`config.mk`:
```
export PLATFORM = sky130hd
export DESIGN_NAME = pwm_capture_flat
export DESIGN_NICKNAME = d
export VERILOG_FILES = /design/src/rtl/pwm_capture_pkg.sv /design/src/rtl/pwm_capture_if.sv /design/src/rtl/pwm_capture_sync_edge.sv /design/src/rtl/pwm_capture.sv /design/src/flat_wrapper.sv
export SDC_FILE = /design/constraint.sdc
export NUM_CORES = 1
export LEC_CHECK = 0
export ABC_AREA = 1
export BUFFER_PORTS_ARGS = -buffer_cell sky130_fd_sc_hd__buf_2
export CAP_MARGIN = 10
export CORE_MARGIN = 1.5
export CORE_UTILIZATION = 55
export CTS_CLUSTER_DIAMETER = 80
export DETAILED_ROUTE_END_ITERATION = 8
export PLACE_DENSITY = 0.75
export SLEW_MARGIN = 15
export SYNTH_ARGS = -nofsm -noshare
export SYNTH_HDL_FRONTEND = slang
export SYNTH_SLANG_ARGS = --single-unit
```
`constraint.sdc`:
```
create_clock -name clk -period 4.4 [get_ports clk]
set_input_delay 0.22 -clock clk [delete_from_list [all_inputs] [get_ports clk]]
set_output_delay 0.22 -clock clk [all_outputs]
set_load 0.05 [all_outputs]
```
`src/rtl/pwm_capture_pkg.sv`:
```
`default_nettype none
// ---------------------------------------------------------------------------
// pwm_pkg : shared constants and FSM state type for the PWM capture block
// Rev 1.0
// ---------------------------------------------------------------------------
package pwm_pkg;

  localparam int          CNT_W      = 12;
  localparam int          TIMEOUT    = 4095;
  localparam logic [10:0] NONOVERLAP = 11'h040;

  typedef enum logic [1:0] {
    IDLE    = 2'd0,
    MEAS_HI = 2'd1,
    MEAS_LO = 2'd2
  } pwm_cap_state_t;

endpackage
`default_nettype wire

```
`src/rtl/pwm_capture_if.sv`:
```
`default_nettype none
// ---------------------------------------------------------------------------
// pwm_capture_if : PWM inputs, error clear and measurement results
// Rev 1.0
// ---------------------------------------------------------------------------
interface pwm_capture_if
  import pwm_pkg::*;
#(
  parameter int CNT_W = pwm_pkg::CNT_W
);

  logic             pwm_in;
  logic             pwm_cmp;
  logic             clr_err;
  logic [CNT_W-1:0] duty;
  logic [CNT_W-1:0] period;
  logic             vld;
  logic             stuck_hi;
  logic             stuck_lo;
  logic             sat;
  logic             ovlp_err;

  modport master (
    output pwm_in, pwm_cmp, clr_err,
    input  duty, period, vld, stuck_hi, stuck_lo, sat, ovlp_err
  );

  modport slave (
    input  pwm_in, pwm_cmp, clr_err,
    output duty, period, vld, stuck_hi, stuck_lo, sat, ovlp_err
  );

endinterface
`default_nettype wire

```
`src/rtl/pwm_capture_sync_edge.sv`:
```
`default_nettype none
// ---------------------------------------------------------------------------
// pwm_sync_edge : two-flop synchronizer with rise/fall detect on the 2nd flop
// Rev 1.0
// ---------------------------------------------------------------------------
module pwm_sync_edge
  import pwm_pkg::*;
(
  input  logic clk,
  input  logic rst_n,
  input  logic d_i,
  output logic sync_o,
  output logic rise_o,
  output logic fall_o
);

  logic meta_q;
  logic sync_q;
  logic dly_q;

  always_ff @(posedge clk or negedge rst_n) begin
    if (!rst_n) begin
      meta_q <= 1'b0;
      sync_q <= 1'b0;
      dly_q  <= 1'b0;
    end else begin
      meta_q <= d_i;
      sync_q <= meta_q;
      dly_q  <= sync_q;
    end
  end

  assign sync_o = sync_q;
  assign rise_o = sync_q & ~dly_q;
  assign fall_o = ~sync_q & dly_q;

endmodule
`default_nettype wire

```
`src/rtl/pwm_capture.sv`:
```
`default_nettype none
// ---------------------------------------------------------------------------
// pwm_capture : measures PWM high time and period, flags stuck/overlap/saturation
// Rev 1.0
// ---------------------------------------------------------------------------
module pwm_capture
  import pwm_pkg::*;
#(
  parameter int CNT_W   = pwm_pkg::CNT_W,
  parameter int TIMEOUT = pwm_pkg::TIMEOUT
) (
  input  logic         clk,
  input  logic         rst_n,
  pwm_capture_if.slave bus
);

  localparam logic [CNT_W-1:0] CNT_MAX = '1;
  localparam logic [CNT_W-1:0] CNT_ONE = CNT_W'(1);
  localparam logic [CNT_W-1:0] CNT_PRE = CNT_MAX - CNT_ONE;
  localparam logic [CNT_W-1:0] TO_PRE  = CNT_W'(TIMEOUT - 1);

  logic in_sync;
  logic in_rise;
  logic in_fall;
  logic cmp_sync;
  logic any_edge;
  logic timeout_hit;
  logic sat_hit;
  logic hi_load;
  logic res_load;

  pwm_cap_state_t   state_q;
  pwm_cap_state_t   state_d;
  logic [CNT_W-1:0] cnt_q;
  logic [CNT_W-1:0] cnt_d;
  logic [CNT_W-1:0] ecnt_q;
  logic [CNT_W-1:0] ecnt_d;
  logic [CNT_W-1:0] hi_cnt_q;
  logic [CNT_W-1:0] duty_q;
  logic [CNT_W-1:0] period_q;
  logic             vld_q;
  logic             stuck_hi_q;
  logic             stuck_hi_d;
  logic             stuck_lo_q;
  logic             stuck_lo_d;
  logic             sat_q;
  logic             sat_d;
  logic             ovlp_q;
  logic             ovlp_d;

  pwm_sync_edge u_sync_in (
    .clk    (clk),
    .rst_n  (rst_n),
    .d_i    (bus.pwm_in),
    .sync_o (in_sync),
    .rise_o (in_rise),
    .fall_o (in_fall)
  );

  pwm_sync_edge u_sync_cmp (
    .clk    (clk),
    .rst_n  (rst_n),
    .d_i    (bus.pwm_cmp),
    .sync_o (cmp_sync),
    .rise_o (),
    .fall_o ()
  );

  assign any_edge = in_rise | in_fall;

  // cnt spans rise-to-rise for the measurement; ecnt spans edge-to-edge for the stuck timeout
  always_comb begin
    cnt_d  = (cnt_q == CNT_MAX) ? cnt_q : cnt_q + CNT_ONE;
    ecnt_d = (ecnt_q == CNT_MAX) ? ecnt_q : ecnt_q + CNT_ONE;
    if (in_rise) begin
      cnt_d = CNT_ONE;
    end
    if (any_edge) begin
      ecnt_d = CNT_ONE;
    end
  end

  // Both fire only on the cycle the count first arrives, so a held condition cannot re-set a cleared flag
  assign timeout_hit = (ecnt_q == TO_PRE) && !any_edge;
  assign sat_hit     = (cnt_q == CNT_PRE) && !in_rise && (state_q != IDLE);

  always_ff @(posedge clk or negedge rst_n) begin
    if (!rst_n) begin
      state_q <= IDLE;
    end else begin
      state_q <= state_d;
    end
  end

  always_comb begin
    state_d  = state_q;
    hi_load  = 1'b0;
    res_load = 1'b0;
    if (timeout_hit) begin
      state_d = IDLE;
    end else begin
      case (state_q)
        IDLE: begin
          if (in_rise) begin
            state_d = MEAS_HI;
          end
        end
        MEAS_HI: begin
          if (in_fall) begin
            hi_load = 1'b1;
            state_d = MEAS_LO;
          end
        end
        MEAS_LO: begin
          if (in_rise) begin
            res_load = 1'b1;
            state_d  = MEAS_HI;
          end
        end
        default: state_d = IDLE;
      endcase
    end
  end

  // Sticky flags: a set condition outranks clr_err in the same cycle
  always_comb begin
    stuck_hi_d = stuck_hi_q;
    stuck_lo_d = stuck_lo_q;
    sat_d      = sat_q;
    ovlp_d     = ovlp_q;
    if (any_edge || bus.clr_err) begin
      stuck_hi_d = 1'b0;
      stuck_lo_d = 1'b0;
    end
    if (timeout_hit) begin
      stuck_hi_d = in_sync;
      stuck_lo_d = ~in_sync;
    end
    if (bus.clr_err) begin
      sat_d  = 1'b0;
      ovlp_d = 1'b0;
    end
    if (sat_hit) begin
      sat_d = 1'b1;
    end
    if (in_sync && cmp_sync) begin
      ovlp_d = 1'b1;
    end
  end

  always_ff @(posedge clk or negedge rst_n) begin
    if (!rst_n) begin
      cnt_q      <= '0;
      ecnt_q     <= '0;
      hi_cnt_q   <= '0;
      duty_q     <= '0;
      period_q   <= '0;
      vld_q      <= 1'b0;
      stuck_hi_q <= 1'b0;
      stuck_lo_q <= 1'b0;
      sat_q      <= 1'b0;
      ovlp_q     <= 1'b0;
    end else begin
      cnt_q      <= cnt_d;
      ecnt_q     <= ecnt_d;
      vld_q      <= res_load;
      stuck_hi_q <= stuck_hi_d;
      stuck_lo_q <= stuck_lo_d;
      sat_q      <= sat_d;
      ovlp_q     <= ovlp_d;
      if (hi_load) begin
        hi_cnt_q <= cnt_q;
      end
      if (res_load) begin
        duty_q   <= hi_cnt_q;
        period_q <= cnt_q;
      end
    end
  end

  assign bus.duty     = duty_q;
  assign bus.period   = period_q;
  assign bus.vld      = vld_q;
  assign bus.stuck_hi = stuck_hi_q;
  assign bus.stuck_lo = stuck_lo_q;
  assign bus.sat      = sat_q;
  assign bus.ovlp_err = ovlp_q;

endmodule
`default_nettype wire

```
`src/flat_wrapper.sv`:
```
// flat-port wrapper written by rule: the top's interface ports become plain ports
module pwm_capture_flat import pwm_pkg::*;
#(
  parameter int CNT_W   = pwm_pkg::CNT_W,
  parameter int TIMEOUT = pwm_pkg::TIMEOUT
)
  (clk, rst_n, bus_pwm_in, bus_pwm_cmp, bus_clr_err, bus_duty, bus_period, bus_vld, bus_stuck_hi, bus_stuck_lo, bus_sat, bus_ovlp_err);
  pwm_capture_if #(.CNT_W(CNT_W)) bus_i ();
  input  logic clk;
  input  logic rst_n;
  input wire logic [$bits(bus_i.pwm_in)-1:0] bus_pwm_in;
  input wire logic [$bits(bus_i.pwm_cmp)-1:0] bus_pwm_cmp;
  input wire logic [$bits(bus_i.clr_err)-1:0] bus_clr_err;
  output wire logic [$bits(bus_i.duty)-1:0] bus_duty;
  output wire logic [$bits(bus_i.period)-1:0] bus_period;
  output wire logic [$bits(bus_i.vld)-1:0] bus_vld;
  output wire logic [$bits(bus_i.stuck_hi)-1:0] bus_stuck_hi;
  output wire logic [$bits(bus_i.stuck_lo)-1:0] bus_stuck_lo;
  output wire logic [$bits(bus_i.sat)-1:0] bus_sat;
  output wire logic [$bits(bus_i.ovlp_err)-1:0] bus_ovlp_err;
  assign bus_i.pwm_in = bus_pwm_in;
  assign bus_i.pwm_cmp = bus_pwm_cmp;
  assign bus_i.clr_err = bus_clr_err;
  assign bus_duty = bus_i.duty;
  assign bus_period = bus_i.period;
  assign bus_vld = bus_i.vld;
  assign bus_stuck_hi = bus_i.stuck_hi;
  assign bus_stuck_lo = bus_i.stuck_lo;
  assign bus_sat = bus_i.sat;
  assign bus_ovlp_err = bus_i.ovlp_err;
  pwm_capture #(.CNT_W(CNT_W), .TIMEOUT(TIMEOUT)) u_core (.clk(clk), .rst_n(rst_n), .bus(bus_i));
endmodule
```
* Yosys cells after proc, flatten, opt, wreduce, memory -nomap -nowiden
Index checks and enable logic that the tools add are counted.
Word-level totals: bits in registers 72, bits of input ports 5, output and inout bits 29, word-level logic and storage cells 67
Operators by class: $add $sub $neg 2, equality and inequality tests 10, muxes and demuxes 20, bitwise logic cells 5, reductions and logical operators 14
Operators by type and width (number):
- == test 12 bit (second input constant) | 4
- 2-to-1 mux 12 bit | 4
- adder 12 x 1 -> 12 bit (second input constant) | 2
- 2-to-1 mux 1 bit | 12
- nonzero test 2 bit | 4
- 2-to-1 mux 2 bit | 3
- != test 3 x 1 -> 1 bit (second input constant) | 2
- logical AND 1 bit | 4
- != test 2 x 1 -> 1 bit (second input constant) | 2
- case mux 2 bit (2 select lines) | 1
- AND 1 bit | 2
- == test 2 x 1 -> 1 bit (second input constant) | 1
- == test 2 bit (second input constant) | 1
- logical NOT 1 bit | 2
- logical NOT 2 bit | 1
- NOT 1 bit | 2
- AND reduction 2 bit | 1
- OR reduction 2 bit | 1
- logical OR 1 bit | 1
- bitwise OR 1 bit | 1

* Logic depth before layout (Yosys ltp)
word-level depth 7, gate-level depth with buffers 10, mapped depth without buffers 9

* Hierarchy
From an unflattened synthesis, not the netlist that was laid out.
Second synthesis, totals: cell total of the unflattened synthesis 387, area, all modules 3359.5 sq um
By module, submodules not included:
- pwm_capture | instances 1, cells each 373, area an instance 3179.3 sq um, seq. area each 1676.6 sq um
- pwm_sync_edge | instances 2, cells each 7, area an instance 90.1 sq um, seq. area each 75.1 sq um

* Worst setup path after synthesis
OpenSTA, ideal clock, no wires.
kind reg2reg, from register u_core.u_sync_in.sync_q, in the netlist u_core.u_sync_in.sync_o, to register u_core.period_q[8], in the netlist u_core.bus.period[8], library setup time 119 ps, arrival time 1461 ps, required time 4281 ps, setup slack 2819 ps, cell stages (with the launch flop) 10, buffers on the path 1, clock period less this slack 1581 ps, cell sequence dfrtp_1 > ha_1 > nand2_1 > nor2_1 > nand3_4 > nand2_2 > nor2_4 > buf_6 > nand2_1 > nand2_1
Between the ends: word-level cells in the longest chain between the ends 6, elaborated cells on any way between the ends 9, those cells by class 3 x mux; 4 x bitwise; 2 x reduce/logical
Ends and longest elaborated chain:
- start, declared | line pwm_capture_sync_edge.sv:18 | logic sync_q;
- start signal, assigned | line pwm_capture_sync_edge.sv:28 | sync_q <= meta_q;
- NOT 1 bit | line pwm_capture_sync_edge.sv:35 | assign fall_o = ~sync_q & dly_q;
- AND 1 bit | line pwm_capture_sync_edge.sv:35
- bitwise OR 1 bit | line pwm_capture.sv:69 | assign any_edge = in_rise | in_fall;
- logical NOT 1 bit | line pwm_capture.sv:84 | assign timeout_hit = (ecnt_q == TO_PRE) && !any_edge;
- logical AND 1 bit | line pwm_capture.sv:84
- 2-to-1 mux 1 bit * | line pwm_capture.sv:99 | if (timeout_hit) begin
- end signal, assigned | line pwm_capture.sv:176 | period_q <= cnt_q;
- end, declared | line pwm_capture.sv:40 | logic [CNT_W-1:0] period_q;
Every way passes the cells marked *; elsewhere a longest branch is shown, timed or not. A chain may end at the register's enable or synchronous reset.

* Worst setup path after layout
from register u_core.u_sync_in.sync_q, in the netlist u_core.u_sync_in.sync_o, to register u_core.duty_q[1], in the netlist u_core.bus.duty[1]
Between the ends: word-level cells in the longest chain between the ends 6, elaborated cells on any way between the ends 9, those cells by class 3 x mux; 4 x bitwise; 2 x reduce/logical
Ends and longest elaborated chain:
- NOT 1 bit | line pwm_capture_sync_edge.sv:35
- AND 1 bit | line pwm_capture_sync_edge.sv:35
- bitwise OR 1 bit | line pwm_capture.sv:69
- logical NOT 1 bit | line pwm_capture.sv:84
- logical AND 1 bit | line pwm_capture.sv:84
- 2-to-1 mux 1 bit * | line pwm_capture.sv:99
- end signal, assigned | line pwm_capture.sv:175 | duty_q <= hi_cnt_q;
- end, declared | line pwm_capture.sv:39 | logic [CNT_W-1:0] duty_q;
Marked as above.

==> implementation parameters <==
Parameter                              Value

Synthesis
  Total standard cell area after synthesis ... 3200 um^2
  Post-Synthesis Mean Instance Area ... 8.69 um^2
  Number of synthesis warnings ... 0
  Netlist cell types ... 28
  Synth Flop Type ... sky130_fd_sc_hd__dfrtp_1
  Share of synthesized registers carrying an async set or reset ... 100%
  EDFF count, synth ... 0
  Seq/Total Area, Yosys ... 56.4%
  Number of synthesized register bits ... 72
  Gate count after technology mapping ... 368
  Mapped Nets ... 379

Finish
  Area used by sequential logic in the layout ... 1800 um^2
  Fillers ... 483
  Area occupied by multi-input gates ... 1230 um^2
  Layout Cells excl Fill ... 483
  Layout overhead on the synthesized area ... 14.3%
  Final Util ... 65.5%
  Post-route standard cell area excluding fillers ... 3650 um^2
  Commonest cells after routing, fill and taps aside ... sky130_fd_sc_hd__nand2_1 (152), sky130_fd_sc_hd__dfrtp_1 (72), sky130_fd_sc_hd__buf_2 (33)
  Layout cell share with drive strength beyond 1 ... 14.4%
  Antenna cells ... 0
  Number of nets in the finished design ... 417
  Leading cell type in the layout, fill and taps excluded ... sky130_fd_sc_hd__nand2_1

Placement
  RD Place Congestion ... 0.885
  Number of I/O port buffers ... 33
  Cell count after placement ... 465
  Placement Cell Area ... 3390 um^2
  HPWL Detailed ... 4160 um
  Post-Place Worst Slack ... 2.21 ns

Clock network
  Root buffer selected by CTS ... sky130_fd_sc_hd__clkbuf_8
  Clock-pin slew reported for the worst setup and hold paths after clock tree synthesis ... 0.07 ns
  Count of hold-fix buffers inserted at cts ... 2
  Number of sinks on the clock net ... 72
  Buffers inserted during post-CTS setup optimization ... 0
  Clock buffers created by TritonCTS ... 9
  H-tree levels ... 3
  Maximum clock insertion buffer count ... 2
  Insertion delay of the later-clocked pin in the worst-skew pair ... 0.35 ns
  Number of gates resized after cts ... 0
  CTS tree ... done

Routing
  DRT Wirelength ... 6200 um
  Detailed Routing Iterations Pass 1 ... 4
  First DRT Iteration DRCs ... 167
  Via-per-instance ratio ... 5.17
  Number of remaining DRC errors ... 0
  Wire length per cell ... 12.8 um
  Remaining number of nets flagged by the antenna check after routing ... 0
  Total vias in the final route ... 2,496

Power and ir drop
  Part of the power in registers ... 45.3%
  Net switching power ... 596 uW
  Fraction of power consumed by combinational cells ... 20.1%
  Pwr Density ... 496 nW/um^2
  Total power ... 1.81 mW
  Leakage Power ... 1.96 nW
  Share of power burned in the clock network ... 34.5%
  Maximum ir drop on the vdd rail ... 363 uV
  Switching portion of total power ... 32.9%
  P_int ... 1.21 mW

Timing
  Final worst clock skew ... 0.00893 ns
  Worst-case setup margin in the final layout ... 2.23 ns
  Min Tclk post-route ... 2.17 ns
  Final-report hold violation count ... 0
  Highest clock rate ... 461 MHz
  Transition time of the tightest slew-check pin ... 0.932 ns
  Number of max-slew violations in the final report ... 0
  Post-Route Setup TNS ... 0 ns
  Max-slew headroom at the worst pin ... 37.8%
  Setup repair after global routing missed its margin ... no
  Setup violations, final ... 0
  Period utilization ... 49.3%
  Worst hold-check slack ... 0.0127 ns

Global routing
  Number of global-route vias before repair ... 2,208
  Number of antenna violations at the first check in global routing ... 0
  Grt total ovfl ... 0
  Total Routing Usage GR ... 21.7%
  First-pass GRT wire length ... 10,400 um
  Maximum number of pins on one net before global-route repair ... 45

Floorplanning
  Die Footprint ... 6280 um^2
  Width of the die ... 79.2 um
  I/O pin count ... 34
  Effective utilization at floorplan ... 57.4%
  Chip Height ... 79.2 um
  Floorplan Core Area ... 5570 um^2
  Core Rows ... 27

Critical path
  Data arrival time at the worst-slack endpoint ... 2.40 ns
  Flop-to-flop setup slack ... 2.23 ns
  Worst Setup End Kind ... flop
  Largest fanout on the critical path ... 24
  Setup CP Type ... reg2reg
  Startpoint type of the worst setup path ... flop
  WP data required ... 4.63 ns

Hold path
  Hold crit path type ... in2async

Job
  Number of max-cap violations ... 0

Status
  Outcome ... finished clean
cells in the mapped netlist, types with 3 or more instances:
library cell | n | area share, %
sky130_fd_sc_hd__nor2_1 | 25 | 2.9
sky130_fd_sc_hd__nand4_1 | 8 | 1.6
sky130_fd_sc_hd__ha_1 | 6 | 2.3
sky130_fd_sc_hd__nand2_1 | 152 | 18
sky130_fd_sc_hd__nor2_4 | 3 | 1.1
sky130_fd_sc_hd__o21ai_0 | 22 | 3.4
sky130_fd_sc_hd__nand3b_1 | 4 | 0.94
sky130_fd_sc_hd__inv_1 | 23 | 2.7
sky130_fd_sc_hd__nand3_1 | 18 | 2.8
sky130_fd_sc_hd__dfrtp_1 | 72 | 56
sky130_fd_sc_hd__buf_6 | 4 | 1.4
sky130_fd_sc_hd__a21oi_1 | 7 | 1.1
sky130_fd_sc_hd__a31oi_1 | 5 | 0.98
worst paths after layout:
check	from	cells past startpoint	to
max	u_core.u_sync_in.sync_o$_DFF_PN0_	7	u_core.bus.duty[1]$_DFFE_PN0P_
min	rst_n	1	u_core.u_sync_cmp.meta_q$_DFF_PN0_
max reg2reg	u_core.u_sync_in.sync_o$_DFF_PN0_	7	u_core.bus.duty[1]$_DFFE_PN0P_
min reg2reg	u_core.u_sync_in.meta_q$_DFF_PN0_	0	u_core.u_sync_in.sync_o$_DFF_PN0_
max in group asynchronous	rst_n	2	u_core.hi_cnt_q[5]$_DFFE_PN0P_
min in group clk	bus_clr_err	4	u_core.bus.sat$_DFFE_PN0P_
worst max-delay path, cell delays in order (launching register included):
cell and delay, ns:
sky130_fd_sc_hd__dfrtp_1 0.43, sky130_fd_sc_hd__ha_1 0.47, sky130_fd_sc_hd__nand2_1 0.13, sky130_fd_sc_hd__nor2_1 0.07, sky130_fd_sc_hd__nand3_4 0.13, sky130_fd_sc_hd__nand4_2 0.51, sky130_fd_sc_hd__nand2_1 0.23, sky130_fd_sc_hd__nand2_1 0.07
cell families after synthesis:
logic type | after synthesis | share of synthesized area, %
AO/OA/AOI/OAI | 39 | 6.77
flip-flops | 72 | 56.4
adder cells (fa/ha/maj) | 6 | 2.35
buffers and inverters | 33 | 5.01
AND/OR/NAND/NOR | 216 | 29.0
XOR/XNOR | 2 | 0.548
power by group through the flow:
stage               Clock (mW)  Sequential [mW]  Combinational, mW
floorplan                    0            0.945              0.155
global placement             0            0.830              0.355
detailed placement           0            0.832              0.363
CTS                      0.637            0.820              0.366
global route             0.659            0.831              0.401
finish                   0.625            0.821              0.364
state kept, by name, summed over array words and instances (netlist names):
register,flops
u_core.state_q,2
u_core.u_sync_in.sync_o,1
u_core.u_sync_cmp.meta_q,1
u_core.u_sync_in.dly_q,1
u_core.u_sync_cmp.sync_o,1
u_core.bus.stuck_hi,1
u_core.ecnt_q,12
u_core.bus.sat,1
u_core.u_sync_in.meta_q,1
u_core.cnt_q,12
u_core.hi_cnt_q,12
u_core.bus.period,12
u_core.bus.vld,1
u_core.bus.stuck_lo,1
u_core.bus.ovlp_err,1
u_core.bus.duty,12
area by class of cell:
cell class	instances	share of cell area, %
sequential	72	49.3
multi-input combinational	263	33.8
timing repair buffer	36	5.27
clock buffer	9	3.39
clock inverter	7	3.29
inverter	24	2.47
tap	72	2.47
routing by layer:
| metal | vias up | track usage [%] | part of all wire (%) |
|---|---|---|---|
| met5 | - | 0 | 0 |
| met1 | 1177 | 30.9 | 52 |
| li1 | 1259 | - | - |
| met2 | 49 | 31.6 | 43 |
| met3 | 11 | 3.91 | 3.3 |
| met4 | 0 | 11.2 | 1.9 |
No activity file was read; power rests on OpenSTA's default activity.
